File: src/rtl/aes_fifo_sequencer.sv
// aes_fifo_sequencer: reads 4x32b from input FIFO, runs AES core (aes_start/aes_done, sticky err_timeout), writes 4x32b MSW-first to output FIFO, counts blocks in blk_cnt; busy when not IDLE
module aes_fifo_sequencer #(
  parameter int TIMEOUT = 255,
  parameter int CNT_W = 16
) (
  input  logic             clk,
  input  logic             rst,
  input  logic             enable,
  input  logic             ififo_empty,
  output logic             ififo_rd_en,
  input  logic [31:0]      ififo_rdata,
  output logic             aes_start,
  output logic [127:0]     aes_din,
  input  logic             aes_done,
  input  logic [127:0]     aes_dout,
  input  logic             ofifo_full,
  output logic             ofifo_wr_en,
  output logic [31:0]      ofifo_wdata,
  output logic             busy,
  output logic [CNT_W-1:0] blk_cnt,
  output logic             err_timeout
);
  localparam int TW = $clog2(TIMEOUT + 1);
  typedef enum logic [2:0] {IDLE, LOAD, START, WAIT, DRAIN} state_t;
  state_t state, state_nx;
  logic [2:0] rd_cnt;
  logic [1:0] wcnt;
  logic rd_q;
  logic [TW-1:0] tcnt;
  logic [127:0] res;
  logic tmo;
  assign ififo_rd_en = state == LOAD && !ififo_empty && rd_cnt != 3'd4;
  assign aes_start = state == START;
  assign ofifo_wr_en = state == DRAIN && !ofifo_full;
  assign ofifo_wdata = state == DRAIN ? res[127:96] : '0;
  assign busy = state != IDLE;
  assign tmo = state == WAIT && !aes_done && tcnt == TW'(TIMEOUT - 1);
  always_comb begin
    state_nx = state;
    case (state)
      IDLE:    state_nx = enable && !ififo_empty ? LOAD : IDLE;
      LOAD:    state_nx = rd_q && wcnt == 2'd3 ? START : LOAD;
      START:   state_nx = WAIT;
      WAIT:    state_nx = aes_done ? DRAIN : tmo ? IDLE : WAIT;
      DRAIN:   state_nx = ofifo_wr_en && wcnt == 2'd3 ? IDLE : DRAIN;
      default: state_nx = IDLE;
    endcase
  end
  always_ff @(posedge clk or posedge rst)
    if (rst) begin
      state <= IDLE;
      rd_cnt <= '0;
      wcnt <= '0;
      rd_q <= 1'b0;
      tcnt <= '0;
      res <= '0;
      aes_din <= '0;
      blk_cnt <= '0;
      err_timeout <= 1'b0;
    end else begin
      state <= state_nx;
      rd_q <= ififo_rd_en;
      rd_cnt <= state == IDLE ? 3'd0 : rd_cnt + 3'(ififo_rd_en);
      tcnt <= state == WAIT ? tcnt + TW'(1) : '0;
      err_timeout <= err_timeout | tmo;
      if (state == IDLE) wcnt <= '0;
      else if (rd_q || ofifo_wr_en) wcnt <= wcnt + 2'd1;
      if (rd_q) aes_din <= {aes_din[95:0], ififo_rdata};
      if (state == WAIT && aes_done) res <= aes_dout;
      else if (ofifo_wr_en) res <= {res[95:0], 32'h0};
      if (ofifo_wr_en && wcnt == 2'd3) blk_cnt <= blk_cnt + CNT_W'(1);
    end
endmodule
File: config.mk
export PLATFORM = sky130hd
export DESIGN_NAME = aes_fifo_sequencer
export DESIGN_NICKNAME = d
export VERILOG_FILES = /design/src/rtl/aes_fifo_sequencer.sv
export SDC_FILE = /design/constraint.sdc
export NUM_CORES = 1
export LEC_CHECK = 0
export CORE_UTILIZATION = 35
export CTS_BUF_LIST = sky130_fd_sc_hd__clkbuf_8 sky130_fd_sc_hd__clkbuf_16
export CTS_CLUSTER_DIAMETER = 60
export CTS_CLUSTER_SIZE = 25
export DETAILED_ROUTE_END_ITERATION = 16
export GPL_TIMING_DRIVEN = 0
export MAX_ROUTING_LAYER = met4
export SLEW_MARGIN = 5
export SYNTH_ARGS = -nofsm -noshare
export SYNTH_HDL_FRONTEND = slang
export SYNTH_SLANG_ARGS = --single-unit
File: constraint.sdc
create_clock -name clk -period 10.5 [get_ports clk]
set_input_delay 2.1 -clock clk [delete_from_list [all_inputs] [get_ports clk]]
set_output_delay 2.1 -clock clk [all_outputs]
set_load 0.005 [all_outputs]
==> Word-level counts from Yosys, hierarchy flattened <==
Index checks and enable logic that the tools add are counted.
{ "word_totals": {"reg_bits": 290, "out_inout_bits": 181, "inputBits": 166, "elab_cells": 51} }
{ "op_classes": {"n_eq_ne": 7, "add_sub_neg": 4, "n_bitwise": 1, "muxes": 13, "reduce_logical": 17} }
{ "ops": {"columns": ["cell", "n"], "rows": [
  ["128-bit 2-to-1 mux", 2],
  ["32-bit 2-to-1 mux", 1],
  ["16-bit by 1-bit adder with 16-bit output, second input constant", 1],
  ["3-bit case mux with 5 select lines", 1],
  ["1-bit logical AND", 9],
  ["3-bit 2-to-1 mux", 3],
  ["8-bit by 1-bit adder with 8-bit output, second input constant", 1],
  ["8-bit equality test, second input constant", 1],
  ["2-bit 2-to-1 mux", 4],
  ["8-bit 2-to-1 mux", 1],
  ["3-bit by 2-bit equality test with 1-bit output, second input constant", 2],
  ["2-bit nonzero test", 2],
  ["3-bit by 1-bit adder with 3-bit output", 1],
  ["3-bit by 1-bit equality test with 1-bit output, second input constant", 1],
  ["3-bit equality test, second input constant", 1],
  ["1-bit logical NOT", 3],
  ["3-bit logical NOT", 1],
  ["3-bit inequality test, second input constant", 1],
  ["3-bit nonzero test", 1],
  ["2-bit by 1-bit adder with 2-bit output, second input constant", 1],
  ["2-bit equality test, second input constant", 1],
  ["1-bit logical OR", 1],
  ["1-bit 2-to-1 mux", 1],
  ["1-bit OR", 1]
]} }

==> Longest topological paths before layout <==
Gate-level depths: netlist (run 1).
{ "depth": {"depth_word": 6, "ltp_mapped": 8, "mapped_depth_nobuf": 7} }

==> Worst setup path after synthesis (run 1) <==
No wires, ideal clock.
{ "synth_path": {"path_type": "input-to-output", "startpoint": "input ofifo_full", "endpoint": "output ofifo_wr_en", "arrival_time_ns": 2.795, "n_path_buf": 1, "cell_stages": 3, "required_time_ns": 8.400, "setup_slack_ns": 5.605, "cell_sequence": "or4b_1 > buf_2 > inv_4"} }
{ "synth_between": {"elab_chain_cells": 2} }
{ "synth_lines": {"columns": ["element", "line_no", "rtl"], "rows": [
  ["start: declaration", "16", "input logic ofifo_full,"],
  ["1-bit logical NOT", "34", "assign ofifo_wr_en = state == DRAIN && !ofifo_full;"],
  ["1-bit logical AND", "34", null],
  ["end: declaration", "17", "output logic ofifo_wr_en,"]
]} }
No other way between the ends.

==> Worst setup path after layout (run 1) <==
Ends and elaborated chain as after synthesis.

==> metrics.txt, run 1 <==
Post-Synth Adder-Cell Area=0.00629; CP max-delay cell=clkdlybuf4s50_1; first-pass GRT wire length=52400 um; period utilisation layout=0.573; top_reg_cell synth=dfrtp_1; Syn Area/Cell=12.7 um^2; setup TNS=0 ns; critical path capture point type=output port; Final setup viols=0; worst-path cell chain=clkdlybuf4s50_1, or4b_1, buf_2, inv_4, clkdlybuf4s50_1; CP max stage delay=0.54 ns; Nets=1487; Required @ worst endpoint=8.40 ns; Rows=67; startpoint types=input port; PwrDens=253 nW/um^2; total grt overflow=0; Post-CTS Setup Bufs=0; Clock Sinks=290; Crit path max-delay family=buffers and inverters; top-count cell post-synth=dfrtp_1; antenna viol nets, final=0; fill cell count=3025; largest net degree at the start of global routing=80; CTS clk-pin slew, worst paths=0.08 ns; Syn Std Cell Area=11900 um^2; largest area contributor in the netlist=dfrtp_1; H-tree depth reported by CTS=1; final hold vios=0; hpwl dp=25700 um; Clock Skews=0.0129 ns; Synth Area in Simple Gates=0.0728; largest family of logic cells by synthesized area=multiplexers; r2r setup slk=8.02 ns; status=completed; fin cells=1785; vias in the first global route=8902; DP Cell Count=1736; Worst path most repeated cell=clkdlybuf4s50_1; initial antenna violation count=3; yosys warns=0; Worst-Margin Slew=0.975 ns; starting density of the core=0.356; Synth top area share=0.608; Longest Clk Path Bufs=3; number of buffers created by CTS=25; post-synthesis mux area share=0.202; clk root buf=clkbuf_16; post-synthesis register bit count=290; register area share after synthesis=0.608; DRC Markers=0; CTS tree=yes; Port Buffer Count=346; Die W=187 um; die area=34800 um^2; max cap viols=0; Max VDD drop=0.000119 V; DR WL/cell=18.9 um; Die Y=187 um; RePlAce Congestion=0.806; Area contributors post-synth=dfrtp_1, mux2_2, mux2i_1; data arrival time of the worst path=3.91 ns; via count=8663; DR vias/cell=4.85; share of cells above drive strength 1=0.152; Compound-Gate Fraction of Synth Area=0.0704; HP Class=flip-flop to flip-flop; min Tclk post-route=6.01 ns; Detailed Route Iter0 Violations=344; Hold WS=0.471 ns; total wire length=33700 um; relative slew slack=0.348; Design Power=4.28 mW; combined area of the multi-input logic cells=4380 um^2; final worst slack=4.49 ns; post-synth cell types=36; ys async rst share=1.00; CORE AREA=33500 um^2; P&R area growth vs syn=41.5%; CP bufs+invs=4; Synth Area in XOR/XNOR=0.0154; Syn Nets=1111; drt pass-1 iters=6; IO Pins=347; post-cts sizing count=0; Reg area=7260 um^2; RSZ-0062 raised after global routing=false; fmax=0.166 GHz; Syn Inst Count=939; CTS Hold Bufs=0; pre-CTS WS=4.47 ns; Total GRT Usage=0.199; Clk Latency, worst-skew pair=0.54 ns; CP Max Fanout=8; EDFF count, synth=0; leading cell types by count after synthesis=dfrtp_1, mux2_2, nand2_1, o21ai_0, mux2i_1; crit path kind=input port to output port; static leakage=7.63 nW; Slew Limit Fails=0
## cell type report
class                      instances  area share
multi-input combinational        583       0.259
timing repair buffer             349       0.210
sequential                       290       0.430
clock buffer                      25      0.0370
clock inverter                    21      0.0124
tap                              448      0.0332
buffer                            59      0.0159
antenna                            3    0.000444
inverter                           7     0.00215
## kinds of logic (layout without fill, tap and decap cells)
group	after synthesis	in the layout
muxes	225	225
other	0	3
DFF	290	290
xor gates and xnor gates	21	21
and+or+nand+nor	190	190
AOI/OAI and AO/OA	141	141
buffers and inverters	66	461
adders and majority gates	6	6
## path summary, 6_finish.rpt
check                            start           to  cells after the start
max in group asynchronous          rst   blk_cnt[9]                      4
max reg2reg                   state[2]      res[81]                      7
max                         ofifo_full  ofifo_wr_en                      5
min                        err_timeout  err_timeout                      1
min reg2reg                err_timeout  err_timeout                      1
min in group asynchronous          rst  aes_din[20]                      2
## flip-flops by register name, summed over array words and instances, names as in the netlist
signal	cells
err_timeout	1
rd_q	1
blk_cnt	16
aes_din	128
tcnt	8
state	3
rd_cnt	3
wcnt	2
res	128
## metal layers
| layer | track usage | share of wire | vias up | wire (um) |
|---|---|---|---|---|
| met1 | 0.261 | 0.44 | 4318 | 14900 |
| met5 | - | 0 | - | 0 |
| li1 | - | - | 4042 | - |
| met4 | 0.0498 | 0.020 | 0 | 684 |
| met2 | 0.321 | 0.48 | 259 | 16200 |
| met3 | 0.0352 | 0.056 | 44 | 1870 |
## placed cells by master, fill, tap and decap left out, drive strengths merged, types with 3 or more instances in the layout
| cell type | instances |
|---|---|
| nor3 | 4 |
| clkinvlp | 4 |
| ha | 6 |
| nor2 | 17 |
| and3 | 3 |
| clkinv | 7 |
| a21oi | 5 |
| diode | 3 |
| dfrtp | 290 |
| a22o | 32 |
| nand2 | 108 |
| xor2 | 6 |
| nand3 | 10 |
| clkdlybuf4s50 | 346 |
| xnor2 | 15 |
| o21ai | 99 |
| clkbuf | 57 |
| buf | 30 |
| and2 | 32 |
| mux2i | 96 |
| nand4 | 6 |
| inv | 17 |
| mux2 | 129 |
## where the power goes
part / internal (mW) / switching (mW) / leakage (nW)
clock network: 0.465 / 0.476 / 0.401
registers: 1.60 / 0.302 / 3.60
logic: 0.927 / 0.505 / 3.64
total: 3.00 / 1.28 / 7.63
## per-stage QoR
stage          cell area (um^2)  utilization
2_1_floorplan             11900            -
3_3_place_gp              16000        0.476
3_5_place_dp              16100        0.479
4_1_cts                   16900        0.504
5_1_grt                   16900        0.504
6_report                  16900        0.504
Note: power is estimated with default switching activity, not from simulation.
==> inputs of run 2 (changes only) <==
==> constraint.sdc (replaced) <==
create_clock -name clk -period 6.2 [get_ports clk]
set_input_delay 1.24 -clock clk [delete_from_list [all_inputs] [get_ports clk]]
set_output_delay 1.24 -clock clk [all_outputs]
set_load 0.005 [all_outputs]
==> metrics.txt, run 2 (synthesis results as in run 1) <==
Clock Skews=0.0162 ns (+0.00332 ns); DP Cell Count=1741 (+0.29%); DR WL/cell=19.2 um (+1.7%); period utilisation layout=0.696; vias in the first global route=8906 (+0.045%); Worst-Margin Slew=0.905 ns (-0.0701 ns); setup TNS=0 ns (unchanged); hold worst-path end=blk_cnt[15]; r2r startpoint=state[2]; status=completed; Slew Limit Fails=0 (unchanged); Required @ worst endpoint=4.96 ns (-3.44 ns); fill cell count=3068 (+1.4%); PwrDens=442 nW/um^2 (+74%); combined area of the multi-input logic cells=4380 um^2 (unchanged); reg2reg end=res[85]; worst-path cell chain=buf_6, nor3b_1, clkbuf_1, and2_1, clkdlybuf4s50_1; min Tclk post-route=4.31 ns; Post-CTS Setup Bufs=0 (unchanged); CORE AREA=33500 um^2 (unchanged); biggest regs=aes_din x128, res x128, blk_cnt x16; share of cells above drive strength 1=0.159 (+0.00693); fmax=0.232 GHz; CTS Hold Bufs=0 (unchanged); CP max-delay cell=nor3b_1; Crit path max-delay family=buffers and inverters; Die Y=187 um (unchanged); critical path capture point type=output port; CP bufs+invs=3 (-1); pre-CTS WS=1.91 ns (-2.55 ns); Clock Sinks=290 (unchanged); data arrival time of the worst path=3.07 ns (-0.84 ns); die area=34800 um^2 (unchanged); r2r setup slk=3.69 ns (-4.33 ns); startpoint types=flip-flop; Worst Min Path Start=blk_cnt[15]; antenna viol nets, final=0 (unchanged); P&R area growth vs syn=44.1%; Total GRT Usage=0.203 (+0.00392); fin cells=1801 (+0.90%); CTS clk-pin slew, worst paths=0.08 ns (about the same); largest net degree at the start of global routing=40 (-50%); Max VDD drop=0.000216 V (+81%); HP Class=flip-flop to flip-flop; final core occ=0.513 (+0.00910); clk root buf=clkbuf_16; Design Power=7.60 mW (+78%); final worst slack=1.89 ns (-2.60 ns); post-cts sizing count=0 (unchanged); H-tree depth reported by CTS=1 (unchanged); drt pass-1 iters=4 (-2); Reg area=7260 um^2 (unchanged); Detailed Route Iter0 Violations=233 (-32%); Nets=1495 (+0.54%); starting density of the core=0.356 (unchanged); number of buffers created by CTS=28 (+12%); final hold vios=0 (unchanged); RePlAce Congestion=0.813 (+0.79%); Clk Latency, worst-skew pair=0.55 ns (about the same); Rows=67 (unchanged); CP max stage delay=0.74 ns (+0.20 ns); total wire length=34500 um (+2.6%); via count=8657 (-0.069%); CTS tree=yes; worst-case reg-to-reg path depth=7 (unchanged); CP Max Fanout=10 (+2); relative slew slack=0.395 (+0.0468); dpl cell area=16100 um^2 (+0.46%); crit path kind=flip-flop to output port; total grt overflow=0 (unchanged); max cap viols=0 (unchanged); Die W=187 um (unchanged); Final setup viols=0 (unchanged); IO Pins=347 (unchanged); hpwl dp=26500 um (+3.1%); static leakage=7.77 nW (+1.8%); commonest cells after routing, fill and taps aside=clkdlybuf4s50_1, dfrtp_1, mux2_2; RSZ-0062 raised after global routing=false; initial antenna violation count=6 (+3); most common cell after layout, fill and taps aside=clkdlybuf4s50_1; Longest Clk Path Bufs=3 (unchanged); DR vias/cell=4.81 (-0.96%); Hold WS=0.477 ns (+0.00672 ns); Worst Hold Depth=1 (unchanged); first-pass GRT wire length=53300 um (+1.9%); DRC Markers=0 (unchanged); Port Buffer Count=346 (unchanged); fin area=17200 um^2 (+1.8%)
==> run 2: changes by cell type in the layout (fill, tap and decap cells not counted), sizes merged <==
cell    before  now
clkbuf      57   62
clkinv       7    4
bufinv       0    3
diode        3    8
buf         30   35
inv         17   18
==> run 2: how the worst max path moves through the flow <==
stage	slack [ns]	cells after the start	startpoint	to
global placement	-1.17	2	rst	blk_cnt[4]
finish	1.89	5	state[0]	ofifo_wdata[23]
floorplan	1.11	1	rst	aes_din[0]
detailed placement	1.91	5	ofifo_full	ofifo_wr_en
CTS	1.76	5	state[0]	ofifo_wdata[23]
global route	1.58	5	state[0]	ofifo_wdata[23]
==> run 2: layout make-up <==
| cell class | instances | share of cell area |
|---|---|---|
| antenna | 8 | 0.00116 |
| buffer | 59 | 0.0156 |
| clock buffer | 30 | 0.0430 |
| clock inverter | 22 | 0.0183 |
| inverter | 7 | 0.00189 |
| multi-input combinational | 583 | 0.255 |
| sequential | 290 | 0.422 |
| tap | 448 | 0.0326 |
| timing repair buffer | 354 | 0.211 |
==> run 2: metal layers <==
layer  up-vias  share of wire  track usage
met2       244           0.48        0.323
li1       4054              -            -
met4         0          0.034       0.0675
met5         -              0            -
met1      4294           0.44        0.266
met3        65          0.044       0.0312
==> run 2: power by group <==
group          switching, mW  internal, mW  total (mW)
clock                  0.872          1.05        1.92
sequential             0.521          2.72        3.24
combinational          0.863          1.57        2.44
total                   2.26          5.34        7.60
==> inputs of run 3 (changes only) <==
==> constraint.sdc (replaced) <==
create_clock -name clk -period 3.55 [get_ports clk]
set_input_delay 0.71 -clock clk [delete_from_list [all_inputs] [get_ports clk]]
set_output_delay 0.71 -clock clk [all_outputs]
set_load 0.005 [all_outputs]
==> metrics.txt, run 3 (synthesis results as in run 1) <==
startpoint types=flip-flop; first-pass GRT wire length=53300 um (unchanged); Worst-Margin Slew=0.797 ns (-0.109 ns); number of buffers created by CTS=28 (unchanged); max cap viols=0 (unchanged); Required @ worst endpoint=2.84 ns (-2.12 ns); crit path kind=flip-flop to output port; starting density of the core=0.356 (unchanged); Detailed Route Iter0 Violations=238 (+2.1%); Die Y=187 um (unchanged); WP depth=4 (-1); grt met3 use=0.0312 (unchanged); Design Power=13.3 mW (+75%); Hold WS=0.477 ns (unchanged); r2r startpoint=state[2]; RePlAce Congestion=0.813 (unchanged); static leakage=7.78 nW (about the same); P&R area growth vs syn=44.2% (about the same); total wire length=34500 um (about the same); PwrDens=771 nW/um^2 (+75%); HP Class=flip-flop to flip-flop; Reg area=7260 um^2 (unchanged); combined area of the multi-input logic cells=4390 um^2 (+0.26%); fmax=0.303 GHz; Clock Skews=0.0174 ns (+0.00120 ns); Rows=67 (unchanged); period utilisation layout=0.931; Post-CTS Setup Bufs=0 (unchanged); CP Launch Point=state[2]; RSZ-0062 raised after global routing=false; Port Buffer Count=346 (unchanged); CP max stage delay=0.52 ns (-0.22 ns); fill cell count=3064 (-0.13%); CORE AREA=33500 um^2 (unchanged); CTS tree=yes; data arrival time of the worst path=2.59 ns (-0.48 ns); DRC Markers=0 (unchanged); clk root buf=clkbuf_16; grt met1 use=0.266 (unchanged); worst-path cell chain=nor3b_4, clkbuf_1, and2_1, clkdlybuf4s50_1; drt pass-1 iters=4 (unchanged); critical path capture point type=output port; commonest cells after routing, fill and taps aside=clkdlybuf4s50_1, dfrtp_1, mux2_2; min Tclk post-route=3.30 ns; via count=8665 (+0.092%); DR WL/cell=19.2 um (about the same); setup TNS=0 ns (unchanged); Total GRT Usage=0.203 (unchanged); Die W=187 um (unchanged); CP Max Fanout=10 (unchanged); Nets=1495 (unchanged); initial antenna violation count=6 (unchanged); Clock Sinks=290 (unchanged); status=completed; CP max-delay cell=clkdlybuf4s50_1; Max VDD drop=0.000377 V (+75%); Worst Hold Depth=1 (unchanged); CTS clk-pin slew, worst paths=0.08 ns (about the same); fin area=17200 um^2 (about the same); Worst Min Path Start=blk_cnt[15]; vias in the first global route=8906 (unchanged); DR vias/cell=4.81 (about the same); GR Util met2=0.323 (unchanged); IO Pins=347 (unchanged); most common cell after layout, fill and taps aside=clkdlybuf4s50_1; largest net degree at the start of global routing=40 (unchanged); H-tree depth reported by CTS=1 (unchanged); relative slew slack=0.468 (+0.0726); antenna viol nets, final=0 (unchanged); Slew Limit Fails=0 (unchanged); Longest Clk Path Bufs=3 (unchanged); Most Crowded Layer GR=met2; dpl cell area=16100 um^2 (unchanged); hpwl dp=26500 um (unchanged); Crit path max-delay family=buffers and inverters; final hold vios=0 (unchanged); CP bufs+invs=2 (-1); worst-case reg-to-reg path depth=7 (unchanged); die area=34800 um^2 (unchanged); total grt overflow=0 (unchanged); Clk Latency, worst-skew pair=0.55 ns (about the same); Final setup viols=0 (unchanged); biggest regs=aes_din x128, res x128, blk_cnt x16; share of cells above drive strength 1=0.161 (+0.00149)
[run 3: cell counts in the layout (fill, tap and decap cells not counted)]
Identical to the previous run, type by type.
[run 3: repair_timing]
item                                    4_1_cts  5_1_grt
hold buffers                                  0        0
gates cloned                                  0        0
gates resized for setup                       2        1
endpoints found under the setup margin       29        2
[run 3: final cells by class]
type,instances,share of cell area
clock buffer,30,0.0430
sequential,290,0.422
antenna,8,0.00116
timing repair buffer,354,0.211
inverter,7,0.00189
clock inverter,22,0.0183
tap,448,0.0326
multi-input combinational,583,0.255
buffer,59,0.0157
[run 3: routing by layer]
layer | up-vias | routed length (um) | part of all wire
li1 | 4055 | - | -
met2 | 230 | 16600 | 0.48
met3 | 65 | 1420 | 0.041
met4 | 0 | 1180 | 0.034
met1 | 4315 | 15400 | 0.45
met5 | - | 0 | 0
[run 3: report_power, final]
part | internal, mW | switching (mW) | total (mW)
logic | 2.75 | 1.51 | 4.26
registers | 4.75 | 0.910 | 5.66
clock network | 1.83 | 1.52 | 3.36
[run 3: worst reg2reg max path, stage by stage (launching register included)]
cell,delay [ns]
dfrtp_1,0.47
nand3b_1,0.23
nor2_1,0.58
buf_2,0.35
buf_2,0.33
buf_2,0.32
nand2_1,0.08
o21ai_0,0.09
[run 3: final timing paths]
| kind | endpoint | slack (ns) |
|---|---|---|
| worst min-delay path | blk_cnt[15] | 0.48 |
| worst max-delay path | ofifo_wdata[21] | 0.25 |
| worst min register to register | blk_cnt[15] | 0.48 |
| max in group asynchronous | aes_din[66] | 1.85 |
| min in group asynchronous | aes_din[17] | 0.65 |
| worst max register to register | res[85] | 1.02 |
[run 3: metrics by stage]
stage / std cells / utilization / setup WS (ns)
2_1_floorplan: 939 / - / -1.01
3_3_place_gp: 1733 / 0.476 / -3.29
3_5_place_dp: 1741 / 0.481 / 0.250
4_1_cts: 1793 / 0.513 / 0.114
5_1_grt: 1799 / 0.513 / 0.0876
6_report: 1801 / 0.513 / 0.247
